File: src/rtl/macc_issue_unit.sv
// Issue/writeback controller around a fixed-latency 64x64+128 MACC stage.
// Credit-based admission guarantees the result FIFO always has room for in-flight ops.
module macc_issue_unit #(
  parameter int MACC_LATENCY = 3,
  parameter int FIFO_DEPTH   = 8,
  parameter int TAG_W        = 5
) (
  input  logic               clock,
  input  logic               reset,
  input  logic               io_req_valid,
  output logic               io_req_ready,
  input  logic [1:0]         io_req_op,
  input  logic [63:0]        io_req_a,
  input  logic [63:0]        io_req_b,
  input  logic [63:0]        io_req_c,
  input  logic [TAG_W-1:0]   io_req_tag,
  output logic [63:0]        io_macc_mult1,
  output logic [63:0]        io_macc_mult2,
  output logic [127:0]       io_macc_add,
  input  logic [128:0]       io_macc_res,
  output logic               io_resp_valid,
  input  logic               io_resp_ready,
  output logic [63:0]        io_resp_data,
  output logic [TAG_W-1:0]   io_resp_tag
);

  localparam int PTR_W = (FIFO_DEPTH > 1) ? $clog2(FIFO_DEPTH) : 1;
  localparam int CNT_W = $clog2(FIFO_DEPTH + 1);

  localparam logic [1:0] OP_MADD  = 2'd0;
  localparam logic [1:0] OP_MSUB  = 2'd1;
  localparam logic [1:0] OP_UMULH = 2'd2;
  localparam logic [1:0] OP_MNEG  = 2'd3;

  logic             accept;
  logic             pop;
  logic             push;
  logic [63:0]      neg_a;
  logic [63:0]      res_slice;
  logic             unused_res_msb;

  logic [CNT_W-1:0] used;
  logic [CNT_W-1:0] fifo_count;
  logic [PTR_W-1:0] wr_ptr;
  logic [PTR_W-1:0] rd_ptr;
  logic [63:0]      fifo_data [FIFO_DEPTH];
  logic [TAG_W-1:0] fifo_tag  [FIFO_DEPTH];

  logic [MACC_LATENCY-1:0] trk_valid;
  logic [1:0]              trk_op  [MACC_LATENCY];
  logic [TAG_W-1:0]        trk_tag [MACC_LATENCY];

  function automatic logic [PTR_W-1:0] ptr_inc(input logic [PTR_W-1:0] p);
    return (p == PTR_W'(FIFO_DEPTH - 1)) ? '0 : p + PTR_W'(1);
  endfunction

  // Credits count everything accepted but not yet popped, in flight or buffered.
  assign io_req_ready  = !reset && (used < CNT_W'(FIFO_DEPTH));
  assign accept        = io_req_valid && io_req_ready;
  assign io_resp_valid = (fifo_count != '0);
  assign pop           = io_resp_valid && io_resp_ready;
  assign push          = trk_valid[MACC_LATENCY-1];
  assign neg_a         = ~io_req_a + 64'd1;

  assign io_resp_data  = fifo_data[rd_ptr];
  assign io_resp_tag   = fifo_tag[rd_ptr];

  always_comb begin
    io_macc_mult1 = '0;
    io_macc_mult2 = '0;
    io_macc_add   = '0;
    if (accept) begin
      io_macc_mult2 = io_req_b;
      case (io_req_op)
        OP_MADD: begin
          io_macc_mult1 = io_req_a;
          io_macc_add   = {64'b0, io_req_c};
        end
        OP_MSUB: begin
          io_macc_mult1 = neg_a;
          io_macc_add   = {64'b0, io_req_c};
        end
        OP_UMULH: io_macc_mult1 = io_req_a;
        OP_MNEG:  io_macc_mult1 = neg_a;
        default:  io_macc_mult1 = io_req_a;
      endcase
    end
  end

  assign res_slice = (trk_op[MACC_LATENCY-1] == OP_UMULH) ? io_macc_res[127:64]
                                                          : io_macc_res[63:0];
  assign unused_res_msb = io_macc_res[128];

  always_ff @(posedge clock) begin
    if (reset) begin
      trk_valid <= '0;
    end else begin
      trk_valid[0] <= accept;
      for (int i = 1; i < MACC_LATENCY; i++) begin
        trk_valid[i] <= trk_valid[i-1];
      end
    end
  end

  // Op/tag ride alongside the valid bit; they only matter where valid is set.
  always_ff @(posedge clock) begin
    trk_op[0]  <= io_req_op;
    trk_tag[0] <= io_req_tag;
    for (int i = 1; i < MACC_LATENCY; i++) begin
      trk_op[i]  <= trk_op[i-1];
      trk_tag[i] <= trk_tag[i-1];
    end
  end

  always_ff @(posedge clock) begin
    if (reset) begin
      used <= '0;
    end else begin
      case ({accept, pop})
        2'b10:   used <= used + CNT_W'(1);
        2'b01:   used <= used - CNT_W'(1);
        default: used <= used;
      endcase
    end
  end

  always_ff @(posedge clock) begin
    if (reset) begin
      wr_ptr     <= '0;
      rd_ptr     <= '0;
      fifo_count <= '0;
    end else begin
      if (push) begin
        wr_ptr <= ptr_inc(wr_ptr);
      end
      if (pop) begin
        rd_ptr <= ptr_inc(rd_ptr);
      end
      case ({push, pop})
        2'b10:   fifo_count <= fifo_count + CNT_W'(1);
        2'b01:   fifo_count <= fifo_count - CNT_W'(1);
        default: fifo_count <= fifo_count;
      endcase
    end
  end

  always_ff @(posedge clock) begin
    if (!reset && push) begin
      fifo_data[wr_ptr] <= res_slice;
      fifo_tag[wr_ptr]  <= trk_tag[MACC_LATENCY-1];
    end
  end

endmodule

File: config.mk
export PLATFORM = sky130hd
export DESIGN_NAME = macc_issue_unit
export DESIGN_NICKNAME = d
export VERILOG_FILES = /design/src/rtl/macc_issue_unit.sv
export SDC_FILE = /design/constraint.sdc
export NUM_CORES = 1
export LEC_CHECK = 0
export CORE_AREA = 5 5 263 265
export CTS_BUF_LIST = sky130_fd_sc_hd__clkbuf_8
export CTS_CLUSTER_DIAMETER = 80
export DETAILED_ROUTE_END_ITERATION = 7
export DIE_AREA = 0 0 268 270
export PLACE_DENSITY_LB_ADDON = 0.1
export SLEW_MARGIN = 0
export SYNTH_ARGS = -nofsm -noshare
export SYNTH_HDL_FRONTEND = slang
export SYNTH_SLANG_ARGS = --single-unit
File: constraint.sdc
create_clock -name clock -period 7.65 [get_ports clock]
set_input_delay 0.765 -clock clock [delete_from_list [all_inputs] [get_ports clock]]
set_output_delay 0.765 -clock clock [all_outputs]
set_load 0.03 [all_outputs]
[Yosys cells after proc, flatten, opt, wreduce, memory -nomap -nowiden]
Memories as Yosys holds them, arrays and structs flattened. A register that Yosys moved wholly into a read port is not among the register bits.
Cells that the tools add are included.
Operators by class
  add/sub/neg operators: 7
  order comparisons: 1
  equality and inequality tests: 10
  mux-type cells: 16
  bitwise logic cells: 1
  reduce and logical (&&, ||, !) cells: 12
Operator list (number)
  two-way mux 64 bit: 4
  two-way mux 128 bit: 1
  one-hot mux 64 bit (2 select lines): 1
  adder 64 x 1 -> 64 bit (second input constant): 1
  inverter 64 bit: 1
  two-way mux 3 bit: 6
  one-hot mux 4 bit (2 select lines): 2
  equality test 2 bit (second input constant): 5
  adder 4 x 1 -> 4 bit (second input constant): 2
  subtractor 4 x 1 -> 4 bit (second input constant): 2
  adder 3 x 1 -> 3 bit (second input constant): 2
  equality test 2 x 1 -> 1 bit (second input constant): 3
  equality test 3 bit (second input constant): 2
  OR reduction 2 bit: 3
  logical AND 1 bit: 4
  < comparator 4 bit (second input constant): 1
  nonzero test 2 bit: 2
  nonzero test 4 bit: 1
  logical NOT 2 bit: 1
  two-way mux 1 bit: 2
  logical NOT 1 bit: 1
Word-level totals
  register bits after elaboration: 17
  memory bits (writable): 573
  input bits: 332
  output and inout port bits: 327
  word-level logic and storage cells: 56
  memories kept: 4
Memories
  fifo_data: depth 8, bits a word 64, read ports 1, clocked after Yosys merged registers in 1, wr ports 1, RTL line 46  | logic [63:0] fifo_data [FIFO_DEPTH];
  fifo_tag: depth 8, bits a word 5, read ports 1, clocked after Yosys merged registers in 1, wr ports 1, RTL line 47  | logic [TAG_W-1:0] fifo_tag [FIFO_DEPTH];
  trk_tag: depth 3, bits a word 5, read ports 3, clocked after Yosys merged registers in 0, wr ports 3, RTL line 51  | logic [TAG_W-1:0] trk_tag [MACC_LATENCY];
  trk_op: depth 3, bits a word 2, read ports 3, clocked after Yosys merged registers in 0, wr ports 3, RTL line 50  | logic [1:0] trk_op [MACC_LATENCY];

[Longest topological paths before layout]
  word-level depth: 5
  gate-level depth with buffers: 11
  gate-level depth less buffers: 10

[Worst setup path after synthesis]
OpenSTA, ideal clock, no wires.
  path kind: input to register
  start point: input reset
  end point: memory fifo_data[0][0] (enable)
  setup time: 666 ps
  arrival time: 7604 ps
  required time: 6984 ps
  slack: -620 ps
  stages: 2
  path buffers: 1
  cells stage by stage: clkbuf_1 > nor4_1
On the way
  word-level cells in the longest chain between the ends: 4
RTL lines
  start: declaration: RTL line 9  | input logic reset,
  logical NOT 1 bit: RTL line 148  | if (!reset && push) begin
  logical AND 1 bit: RTL line 148
  two-way mux 1 bit: RTL line 148
  two-way mux 1 bit (implied by the code): RTL line 149  | fifo_data[wr_ptr] <= res_slice;
  end: declaration: RTL line 46
Every way passes these cells.

[Worst setup path after layout]
  start point: input io_req_a[12]
  end point: output io_macc_mult1[58]
On the way
  word-level cells in the longest chain between the ends: 4
RTL lines
  start: declaration: RTL line 13  | input logic [63:0] io_req_a,
  inverter 64 bit: RTL line 63  | assign neg_a = ~io_req_a + 64'd1;
  adder 64 x 1 -> 64 bit: RTL line 63
  one-hot mux 64 bit (2 select lines): RTL line 74  | case (io_req_op)
  two-way mux 64 bit: RTL line 72  | if (accept) begin
  end: declaration: RTL line 17  | output logic [63:0] io_macc_mult1,
Every way passes these cells.

==> metrics.cfg <==
[run_status]
status=complete, no violations

[cts]
ctsLongestPathBuffers=3
cts.sinks=593
post_cts_resized=0
post_cts_buffers=0
htreeDepth=3
tritoncts=built
path_clk_slew_ns=0.06
postCtsHoldBufs=0
clk_latency_ns=0.66
root_buffer=clkbuf_8
cts_buffers=90

[route]
routed_wl_mm=92.8
ant_nets=0
wl_per_cell_um=29.4
drtIter0Drc=1123
drc=0
drt_pre_antenna_iters=5
routed_via_density=5.27
vias=16600

[worst_setup_path]
crit_type=input pin to output port
cp_slowest_cell=or4_1
path_cells=clkdlybuf4s50_1 > or4_1 > or4_1 > or3_1 > or3_1 > nand3_1 > clkdlybuf4s50_1
cp-end-kind=output port
path_max_fanout=15
cp.arrival_ns=4.77
max_stage_delay_ns=0.85
required_ns=6.88
critPathLaunchType=input pin

[timing]
rsz0062_at_grt=no
worst_pin_slew_ns=1.19
hold_viol_final=0
drv_slew=0
setup_viol=0
post-route-period-util_pct=72.4
fmax_mhz=181
period_minus_slack_ns=5.54
worst_slew_margin_rel_pct=20.9
worst_slack_ns=2.11
finClkSkew_ns=0.0171

[grt]
antenna_found_initial=66
grt-ovfl-total=0
grt_first_pass_wirelength_mm=130
first_global_vias=17300
grt_max_degree=117
grt_usage_pct=25.2

[pwr]
p_leak_nw=11.3
switchingPower_mw=1.89
p_int_mw=5.46
vdd_drop_max_uv=113
pwr-share-clk_pct=33.2
power.density_mw_per_mm2=212
power_mw=7.35
power_frac_comb_pct=17.4
p_seq_share_pct=49.3
switching_share_pct=25.7

[logic_synthesis]
syn_area_sq_mm=0.0263
syn_area_per_cell_sq_um=16.7
synth_area_leaders=edfxtp_1 (63%), mux4_2 (12%), mux2_2 (5.7%), dfxtp_1 (3.1%), and2_1 (3.1%)
synth_edf_count=552
async_flop_share_pct=0
synth_flop_cell=edfxtp_1
yosys_warnings=0
ys_ff_latch=593
syn_inst=1574
netlist.area_leader.share_pct=63.1
synthDistinctLibCells=51
synth_top_area_cell=edfxtp_1
ys_seq_area_share_pct=66.3

[floorplanning]
start_util_pct=39.4
ioPinCount=659
rows=95
die_y_um=270
die_w_um=268
dieArea_sq_mm=0.0724
core_sq_mm=0.0666

[finish]
multiInputGateArea_sq_mm=0.00831
final_nets=2535
final_cells=3158
areaGrowthSynthToFinish_pct=32.3
layout-drive-gt1-share_pct=19.4
nFillCells=5656
seq_area_sq_mm=0.0174

[place]
post-place-ws_ns=2.20
dp_hpwl_mm=66.8
place_inst=2973
place_congestion=0.933
io_buffer_count=593

[flow_run]
max-cap-violations=0

[hold_path]
hold_class=register to register

## area by class of cell
cell class,count,share of cell area [%]
diodes,24,0.173
clock buffers,96,3.80
clock inverters,65,1.04
inverters,8,0.0864
multi-input cells,881,23.9
flip-flops and latches,593,50.1
well taps,873,3.14
repair buffers,618,17.7
## layer usage
| metal | GRT usage [%] | vias to the layer above | part of all wire, % |
|---|---|---|---|
| met1 | 29.8 | 8500 | 37 |
| met4 | 9.37 | 0 | 4.1 |
| met3 | 6.85 | 170 | 7.4 |
| met2 | 44.0 | 660 | 51 |
| li1 | - | 7308 | - |
| met5 | 0 | - | 0 |
## placed cells by master (no fill, tap or decap), types with 4 or more instances in the layout
cell             count
xor2_1              34
nor2_1              63
a21oi_1             26
o41ai_1             13
mux2i_1             18
nand2_1             42
xnor2_1              5
clkinv_2            14
clkbuf_8            96
diode_2             24
buf_4               22
a31oi_1              4
o211ai_1             4
nor3_1              25
and2_1             129
edfxtp_1           552
conb_1              64
mux2_2             134
nand4_1              5
nor4_2               5
or3_1               16
clkinv_1            22
o21ai_0             25
and3_1              11
ha_1                11
o31ai_1              8
inv_1               29
or4_1               11
mux4_2             138
clkdlybuf4s50_1    592
nor3_2               4
nand2b_1            19
dfxtp_1             38
nor4_1              11
nand3_1             22
## per-stage QoR
step                hold slack [ns]  area [sq um]  TNS, ns  util, %
floorplan                     0.310         26500   -85.61        -
global placement              0.310         33000        0     49.6
detailed placement            0.312         33000        0     49.6
CTS                           0.311         34700        0     52.1
global route                  0.317         34700        0     52.2
finish                        0.316         34700        0     52.2
## kinds of logic (layout without fill, tap and decap cells)
| kind of cell | after synthesis | in the layout | share of synthesized area [%] |
|---|---|---|---|
| xor gates and xnor gates | 39 | 39 | 1.30 |
| and+or+nand+nor | 386 | 386 | 8.14 |
| DFF | 593 | 593 | 66.3 |
| muxes | 290 | 290 | 18.3 |
| AOI/OAI and AO/OA | 91 | 91 | 2.22 |
| other | 1 | 88 | 0.0143 |
| buffers and inverters | 163 | 787 | 3.26 |
| adders and majority gates | 11 | 11 | 0.524 |
## synthesized netlist by cell type (25+ instances only)
| cell | instances |
|---|---|
| a21oi_1 | 26 |
| and2_1 | 129 |
| buf_4 | 64 |
| clkbuf_1 | 75 |
| dfxtp_1 | 41 |
| edfxtp_1 | 552 |
| mux2_2 | 134 |
| mux4_2 | 138 |
| nand2_1 | 42 |
| nor2_1 | 66 |
| nor3_1 | 29 |
| o21ai_0 | 25 |
| xor2_1 | 34 |
## final timing paths
check	start	to	slack [ns]	depth (start not counted)
max	io_req_a[12]	io_macc_mult1[58]	2.11	7
min	trk_tag[0][6]	trk_tag[0][11]	0.32	0
max reg2reg	used[3]	used[3]	4.50	10
min reg2reg	trk_tag[0][6]	trk_tag[0][11]	0.32	0
## power by group through the flow
| stage | Combinational [mW] | Clock, mW | Sequential (mW) |
|---|---|---|---|
| 6_report | 1.28 | 2.44 | 3.62 |
| 2_1_floorplan | 0.789 | 0 | 3.66 |
| 5_1_grt | 1.36 | 2.67 | 3.63 |
| 4_1_cts | 1.30 | 2.51 | 3.63 |
| 3_5_place_dp | 1.29 | 0 | 3.69 |
| 3_3_place_gp | 1.28 | 0 | 3.69 |
## registers in the layout (all words and copies together), names as in the netlist, named ones only
register	flops
fifo_data	512
fifo_tag	40
trk_tag	15
trk_op	6
fifo_count	4
used	4
rd_ptr	3
trk_valid	3
wr_ptr	3
## worst max-delay path, delay by kind of cell
family / cells / cell delay (ns)
buf+inv: 2 / 1.23
simple gates: 5 / 2.78
(Power assumes the default switching activity.)
